[src/rtl/state_cmd_pkg.sv]
// state_cmd_pkg: shared types and defaults for the state command generator.
//   gen_state_t : FSM state encoding (IDLE, ISSUE, DONE)
//   NBITS_DEF   : default width of the controlled state register
//   SELW_DEF    : default width of a bit index into that register
//   bit_cmd_t   : one single-bit set/clear command (data, sel)
package state_cmd_pkg;

  localparam int NBITS_DEF = 4;
  localparam int SELW_DEF  = $clog2(NBITS_DEF);

  typedef enum logic [1:0] {IDLE, ISSUE, DONE} gen_state_t;

  typedef struct packed {
    logic                data;
    logic [SELW_DEF-1:0] sel;
  } bit_cmd_t;

endpackage

[src/rtl/lsb_prio_enc.sv]
// lsb_prio_enc: combinational lowest-set-bit encoder.
//   vec : input vector
//   idx : index of the lowest set bit of vec (0 when vec is zero)
//   any : high when at least one bit of vec is set
module lsb_prio_enc #(
  parameter int NBITS = 4,
  parameter int SELW  = $clog2(NBITS)
) (
  input  logic [NBITS-1:0] vec,
  output logic [SELW-1:0]  idx,
  output logic             any
);

  // Scan from the top down so the last hit, i.e. the lowest bit, wins.
  always_comb begin
    idx = '0;
    for (int i = NBITS - 1; i >= 0; i--) begin
      if (vec[i]) idx = SELW'(i);
    end
  end

  assign any = |vec;

endmodule

[src/rtl/state_cmd_gen.sv]
// state_cmd_gen: walks a set/clear state register from its current value to
// an absolute target using the minimal set of single-bit commands, issued in
// ascending bit order.
//   clk, rst    : clock, synchronous active-high reset
//   req_valid   : target request valid
//   req_target  : requested absolute state
//   req_ready   : request can be accepted (IDLE only)
//   cmd_valid   : command valid
//   cmd_data    : 1 = set bit cmd_sel, 0 = clear it
//   cmd_sel     : bit index addressed by the command
//   cmd_ready   : downstream accepts the command
//   done        : one-cycle pulse once the target is reached
//   shadow      : tracked copy of the downstream register
// Handshakes: a transfer happens on a rising clk edge where valid and ready
// are both high; valid-side payload is held stable until that edge.
// The FSM state is held in 'state' (gen_state_t) for debug visibility.
module state_cmd_gen
  import state_cmd_pkg::*;
#(
  parameter int NBITS = NBITS_DEF,
  parameter int SELW  = $clog2(NBITS)
) (
  input  logic             clk,
  input  logic             rst,
  input  logic             req_valid,
  input  logic [NBITS-1:0] req_target,
  output logic             req_ready,
  output logic             cmd_valid,
  output logic             cmd_data,
  output logic [SELW-1:0]  cmd_sel,
  input  logic             cmd_ready,
  output logic             done,
  output logic [NBITS-1:0] shadow
);

  gen_state_t       state;
  logic [NBITS-1:0] tgt;
  logic [NBITS-1:0] pend;

  logic [NBITS-1:0] diff;
  logic [NBITS-1:0] first_src;
  logic [NBITS-1:0] pend_masked;
  logic [SELW-1:0]  first_idx;
  logic             first_any;
  logic [SELW-1:0]  next_idx;
  logic             next_any;

  assign diff = req_target ^ shadow;

  // In IDLE the pending set is not latched yet, so the first command is
  // looked up straight from the incoming difference.
  assign first_src = (state == IDLE) ? diff : pend;

  // Lookahead: pending bits with the command currently on the bus removed,
  // so the next command can be loaded in the same edge as the handshake.
  assign pend_masked = pend & ~(NBITS'(1) << cmd_sel);

  lsb_prio_enc #(.NBITS(NBITS), .SELW(SELW)) u_enc_first (
    .vec (first_src),
    .idx (first_idx),
    .any (first_any)
  );

  lsb_prio_enc #(.NBITS(NBITS), .SELW(SELW)) u_enc_next (
    .vec (pend_masked),
    .idx (next_idx),
    .any (next_any)
  );

  always_ff @(posedge clk) begin
    if (rst) begin
      state     <= IDLE;
      tgt       <= '0;
      pend      <= '0;
      shadow    <= '0;
      req_ready <= 1'b1;
      cmd_valid <= 1'b0;
      cmd_data  <= 1'b0;
      cmd_sel   <= '0;
      done      <= 1'b0;
    end else begin
      case (state)
        IDLE: begin
          if (req_valid && req_ready) begin
            tgt       <= req_target;
            pend      <= diff;
            req_ready <= 1'b0;
            if (!first_any) begin
              state <= DONE;
              done  <= 1'b1;
            end else begin
              state     <= ISSUE;
              cmd_valid <= 1'b1;
              cmd_sel   <= first_idx;
              cmd_data  <= req_target[first_idx];
            end
          end
        end

        ISSUE: begin
          if (cmd_valid && cmd_ready) begin
            shadow[cmd_sel] <= cmd_data;
            pend[cmd_sel]   <= 1'b0;
            if (next_any) begin
              cmd_sel  <= next_idx;
              cmd_data <= tgt[next_idx];
            end else begin
              cmd_valid <= 1'b0;
              state     <= DONE;
              done      <= 1'b1;
            end
          end
        end

        DONE: begin
          done      <= 1'b0;
          req_ready <= 1'b1;
          state     <= IDLE;
        end

        default: begin
          state     <= IDLE;
          req_ready <= 1'b1;
          cmd_valid <= 1'b0;
          done      <= 1'b0;
        end
      endcase
    end
  end

endmodule
[config.mk]
export PLATFORM = sky130hd
export DESIGN_NAME = state_cmd_gen
export DESIGN_NICKNAME = d
export VERILOG_FILES = /design/src/rtl/state_cmd_pkg.sv /design/src/rtl/lsb_prio_enc.sv /design/src/rtl/state_cmd_gen.sv
export SDC_FILE = /design/constraint.sdc
export NUM_CORES = 1
export LEC_CHECK = 0
export BUFFER_PORTS_ARGS = -buffer_cell sky130_fd_sc_hd__buf_2
export CAP_MARGIN = 5
export CORE_MARGIN = 2
export CORE_UTILIZATION = 35
export DETAILED_ROUTE_END_ITERATION = 12
export RECOVER_POWER = 25
export SETUP_SLACK_MARGIN = 0.5
export SLEW_MARGIN = 0
export SYNTH_ARGS = -nofsm -noshare
export SYNTH_HDL_FRONTEND = slang
export SYNTH_HIERARCHICAL = 1
export SYNTH_SLANG_ARGS = --single-unit
[constraint.sdc]
create_clock -name clk -period 3.1 [get_ports clk]
set_clock_uncertainty 0.15 [all_clocks]
set_input_delay 0.31 -clock clk [delete_from_list [all_inputs] [get_ports clk]]
set_output_delay 0.31 -clock clk [all_outputs]
set_load 0.005 [all_outputs]
# Yosys cells after proc, flatten, opt, wreduce, memory -nomap -nowiden
# Cells that the tools add are included.
[op_classes]
order_cmp = 4
eq_ne = 8
n_shift = 1
mux = 46
n_bitwise = 7
reduce_logical = 15
[ops]
columns = ["operator", "n"]
rows = [
  ["2-to-1 mux 2 bit", 16],
  ["2-to-1 mux 1 bit", 16],
  ["2-to-1 mux 4 bit", 3],
  ["inequality test 2 bit (second input constant)", 5],
  ["AND reduction 5 bit", 2],
  ["< comparator 2 x 3 -> 1 bit (second input constant)", 3],
  ["AND 4 bit", 2],
  ["inverter 4 bit", 2],
  ["case mux 2 bit (2 select lines)", 2],
  ["case mux 4 bit (2 select lines)", 1],
  ["OR reduction 4 bit", 2],
  ["case mux 1 bit (2 select lines)", 3],
  ["AND reduction 2 bit", 3],
  ["AND reduction 3 bit", 2],
  ["binary-select mux 1 bit (select 2 bit)", 2],
  ["bitwise mux 4 bit", 1],
  ["AND reduction 4 bit", 1],
  ["left shift 1 x 2 -> 4 bit (first input constant)", 1],
  ["XOR 4 bit", 1],
  ["logical AND 1 bit", 3],
  ["case mux 1 bit (3 select lines)", 1],
  ["demux 1 bit (select 2 bit)", 1],
  ["== test 2 x 1 -> 1 bit (second input constant)", 1],
  ["== test 2 bit (second input constant)", 1],
  ["other kinds (5)", 6],
]
[totals]
reg_bits = 20
in_bits = 8
output_inout_bits = 10
elab_cells = 90

# Depth between registers and ports, before layout
[depth]
word_depth = 12
depth_mapped = 10
mapped_depth_nobuf = 9

# Hierarchy
# The synthesis kept the hierarchy.
[by_module_without_submodules]
columns = ["module", "instances", "cells_each", "area_per_inst_um2", "seq_area_each_um2"]
rows = [
  ["state_cmd_gen", 1, 121, 1077.3, 400.4],
  ["lsb_prio_enc", 2, 7, 35.0, 0.0],
]

# Worst setup path after synthesis
# Ideal clock, no wire load.
[synth_path]
path_type = "reg-to-reg"
from = "register state[1]"
to = "register cmd_data"
setup_ps = 134
arrival_ps = 1933
required_time_ps = 2816
setup_slack_ps = 883
path_stages_with_launch = 10
n_path_buf = 1
synth_period_minus_slack_ps = 2217
cell_sequence = "dfxtp_1 buf_4 nor2_1 nor2_1 a21oi_1 nor2_1 nor3_1 mux2_2 a31oi_1 a311oi_1"
[synth_between]
elab_chain_len = 11
word_cells_on_any_way = 19
classes_between = "eq/ne: 5; mux: 10; reduce/logical: 4"
[synth_lines]
columns = ["element", "line", "text"]
rows = [
  ["start: declaration", "state_cmd_gen.sv:36", "gen_state_t state;"],
  ["start signal: assignment", "state_cmd_gen.sv:72", "state <= IDLE;"],
  ["start signal: assignment", "state_cmd_gen.sv:89", "state <= DONE;"],
  ["start signal: assignment", "state_cmd_gen.sv:92", "state <= ISSUE;"],
  ["logical NOT 2 bit", "state_cmd_gen.sv:52", "assign first_src = (state == IDLE) ? diff : pend;"],
  ["2-to-1 mux 4 bit", "state_cmd_gen.sv:52", ""],
  ["via first_src[3]", "state_cmd_gen.sv:41", "logic [NBITS-1:0] first_src;"],
  ["2-to-1 mux 2 bit (4 in series)", "lsb_prio_enc.sv:18", "if (vec[i]) idx = SELW'(i);"],
  ["via first_idx[1]", "state_cmd_gen.sv:43", "logic [SELW-1:0] first_idx;"],
  ["binary-select mux 1 bit (select 2 bit)", "state_cmd_gen.sv:95", "cmd_data <= req_target[first_idx];"],
  ["2-to-1 mux 1 bit (implied by the code)", "state_cmd_gen.sv:95", ""],
  ["2-to-1 mux 1 bit", "state_cmd_gen.sv:88", "if (!first_any) begin"],
  ["2-to-1 mux 1 bit", "state_cmd_gen.sv:84", "if (req_valid && req_ready) begin"],
  ["case mux 1 bit (2 select lines)", "state_cmd_gen.sv:82", "case (state)"],
  ["end signal: assignment", "state_cmd_gen.sv:95", ""],
  ["end signal: assignment", "state_cmd_gen.sv:106", "cmd_data <= tgt[next_idx];"],
  ["end: declaration", "state_cmd_gen.sv:29", "output logic cmd_data,"],
]
# The timed path passes the listed nets, and every way through them passes these cells. The select of a mux whose other input is x is not followed.
# A chain may end at the register's enable or synchronous reset.

# Worst setup path after layout
[layout_path]
from = "register state[0]"
to = "register cmd_data"
# Same word-level chain as after synthesis.

==> results.py <==
metrics = {
    "outcome": {
        "outcome": "complete, no violations",
    },
    "global_route": {
        "overflow": 0,
        "grt_pass1_vias": 908,
        "grt_use_total_pct": 15.6,
        "antenna_found_initial": 0,
        "grt_max_degree": 20,
        "grt_pass1_wl_mm": 4.33,
    },
    "job": {
        "drv_cap": 0,
    },
    "timing": {
        "min_period_over_period_pct": 75.6,
        "fin_crit_ps": 2340,
        "rsz0062_at_grt": "false",
        "setup_tns_ps": 0,
        "relSlewSlack_pct": 71.1,
        "finalSetupViolCount": 0,
        "whs_ps": 123,
        "tightest_slew_ps": 430,
        "slew_violations": 0,
        "max_freq_ghz": 0.427,
        "finalHoldViolations": 0,
    },
    "synthesis": {
        "synth_area_leaders": "dfxtp_1 (35%), mux2i_1 (7.9%), nor2_1 (7.5%), nand2_1 (5.6%), a21oi_1 (3.9%)",
        "yosys.cell_count.top_type": "nor2_1",
        "synth_area_um2": 1150,
        "synth.avg_cell_area_um2": 8.50,
        "yosysTopAreaCell": "dfxtp_1",
        "synthFlopType": "dfxtp_1",
        "async_reset_ff_share_pct": 0,
        "synthCells": 135,
        "synth_edf_count": 0,
        "ys_ff_latch": 20,
        "synth_cell_types": 33,
        "ys_top_cells_by_count": "nor2_1 (23), dfxtp_1 (20), nand2_1 (17)",
        "synth_warnings": 6,
        "synth_top_cell_area_share_pct": 34.9,
        "synth_fp_nets": 143,
        "yosysSeqAreaShare_pct": 34.9,
    },
    "routing": {
        "viasPerCell": 5.25,
        "drc": 0,
        "wirelength_mm": 2.58,
        "dr.first_iter.drc_count": 23,
        "wire_per_inst_um": 13.3,
        "dr.pass1.iters": 4,
        "vias": 1018,
        "ant_nets": 0,
    },
    "floorplanning": {
        "dieWidth_um": 61.3,
        "initial_utilization_pct": 37.3,
        "die_y_um": 61.3,
        "row_count": 20,
        "core_area_um2": 3080,
        "die_area_um2": 3750,
        "io_pins": 18,
    },
    "cells_and_area": {
        "drive_gt1_share_pct": 17.3,
        "register_area_um2": 400,
        "multi_input_area_um2": 684,
        "fin_cells": 194,
        "nets": 159,
        "antennaDiodeCount": 0,
        "area_delta_synth_final_pct": 10.6,
        "n_fill_cell": 328,
    },
    "clock_tree": {
        "cts_sinks": 20,
        "worstSkewPairLatency_ps": 310,
        "ctsHoldBuffers": 0,
        "cts_buffers": 3,
        "clock_path_buffers": 2,
        "htreeDepth": 1,
        "tritoncts": "built",
        "cts-root-buf": "clkbuf_4",
        "clk_pin_slew_ps": 120,
        "cts-resized-gates": 0,
        "postCtsSetupBuffers": 0,
    },
    "critical_path": {
        "max_stage_delay_ps": 430,
        "endpoint_kind": "flip-flop",
        "arrival_ps": 2380,
        "crit_path_frequent_cell": "nor2_1",
        "crit_type": "reg -> reg",
        "crit_fanout": 11,
        "crit_chain": "nor2_2 -> nor2_1 -> a21oi_1 -> nor2_1 -> nor3_1 -> mux2_2 -> a31oi_1 -> a311oi_1",
        "cp-start-kind": "flip-flop",
        "required_ps": 3140,
        "cp_slowest_cell": "dfxtp_1",
    },
    "power_and_ir_drop": {
        "p_comb_share_pct": 35.9,
        "pwr-share-clk_pct": 20.3,
        "seqPwrFrac_pct": 43.7,
        "ir_drop_uv": 328,
        "p_sw_uw": 294,
        "p_leak_nw": 0.471,
        "intPower_uw": 482,
        "p_per_area_nw_per_um2": 612,
        "switching_share_pct": 37.9,
        "totalPowerFinal_uw": 776,
    },
    "placement": {
        "portBuffers": 17,
        "finalWeightedCongestion": 0.863,
        "placed_cells": 190,
        "dp_hpwl_mm": 2.00,
    },
    "min_path": {
        "hold_class": "in -> reg",
    },
}
==> sequential cells by signal, indices dropped and copies added, names as in the netlist, 2 cells and up <==
| name | flops |
|---|---|
| pend | 4 |
| shadow | 4 |
| tgt | 4 |
| cmd_sel | 2 |
| state | 2 |
==> final cells by class <==
class / instances / share of cell area [%]
Timing Repair Buffer: 17 / 6.11
Sequential cell: 20 / 31.6
Multi-Input combinational cell: 105 / 53.9
Inverter: 4 / 1.18
Tap cell: 44 / 4.34
Clock buffer: 4 / 2.86
==> cells in the final DEF, fill, tap and decap left out, types with 2 or more instances in the layout <==
cell type,synthesis,layout
o211ai_1,4,4
mux2i_1,9,9
nand2b_1,2,2
inv_1,4,4
nand2_1,17,17
a21oi_1,9,9
a21oi_2,3,3
clkbuf_1,0,6
a21boi_0,3,3
a311oi_1,3,3
buf_2,1,11
dfxtp_1,20,20
clkbuf_4,0,3
nor3_1,9,9
o21a_1,3,3
xnor2_1,4,4
nor2_1,23,22
==> power by group through the flow <==
stage               Clock (mW)  Sequential [mW]  Combinational, mW
floorplan                    0            0.327              0.238
global placement             0            0.343              0.271
detailed placement           0            0.345              0.277
CTS                      0.160            0.338              0.278
global route             0.173            0.347              0.314
finish                   0.158            0.339              0.279
==> cells by family after synthesis <==
logic type      after synthesis  synth area share, %
buf+inv                      10                 5.67
xor+xnor                      4                 3.05
flops                        20                 34.9
mux                          11                 10.8
compound gates               32                 21.2
simple gates                 58                 24.4
==> layer usage <==
metal  track usage, %  vias to the layer above  routed length, µm
met1             21.9                      485               1210
met5                0                        -                  0
met3             2.52                        3                122
met2             24.6                       27               1230
li1                 -                      503                  -
met4             4.66                        0                 19
==> critical path, delay by kind of cell (launching register included) <==
| kind | cells | cell delay [ps] |
|---|---|---|
| flip-flops | 1 | 430 |
| multiplexers | 1 | 380 |
| AO/OA/AOI/OAI | 3 | 430 |
| AND/OR/NAND/NOR | 4 | 820 |
==> metrics by stage <==
stage                     setup slack [ps]  utilization (%)  area (µm²)
after global routing                   553             41.2        1270
after CTS                              668             41.4        1270
final                                  756             41.2        1270
after floorplan                        883                -        1150
after detailed placement               699             40.2        1240
after global placement                 805             40.2        1240
==> worst paths after layout <==
path         slack [ps]  cells after the start           from       end
min reg2reg         330                      1           done      done
max                 760                      8       state[0]  cmd_data
min                 120                      3  req_target[1]    tgt[1]
max reg2reg         760                      8       state[0]  cmd_data
(Power assumes the default switching activity.)
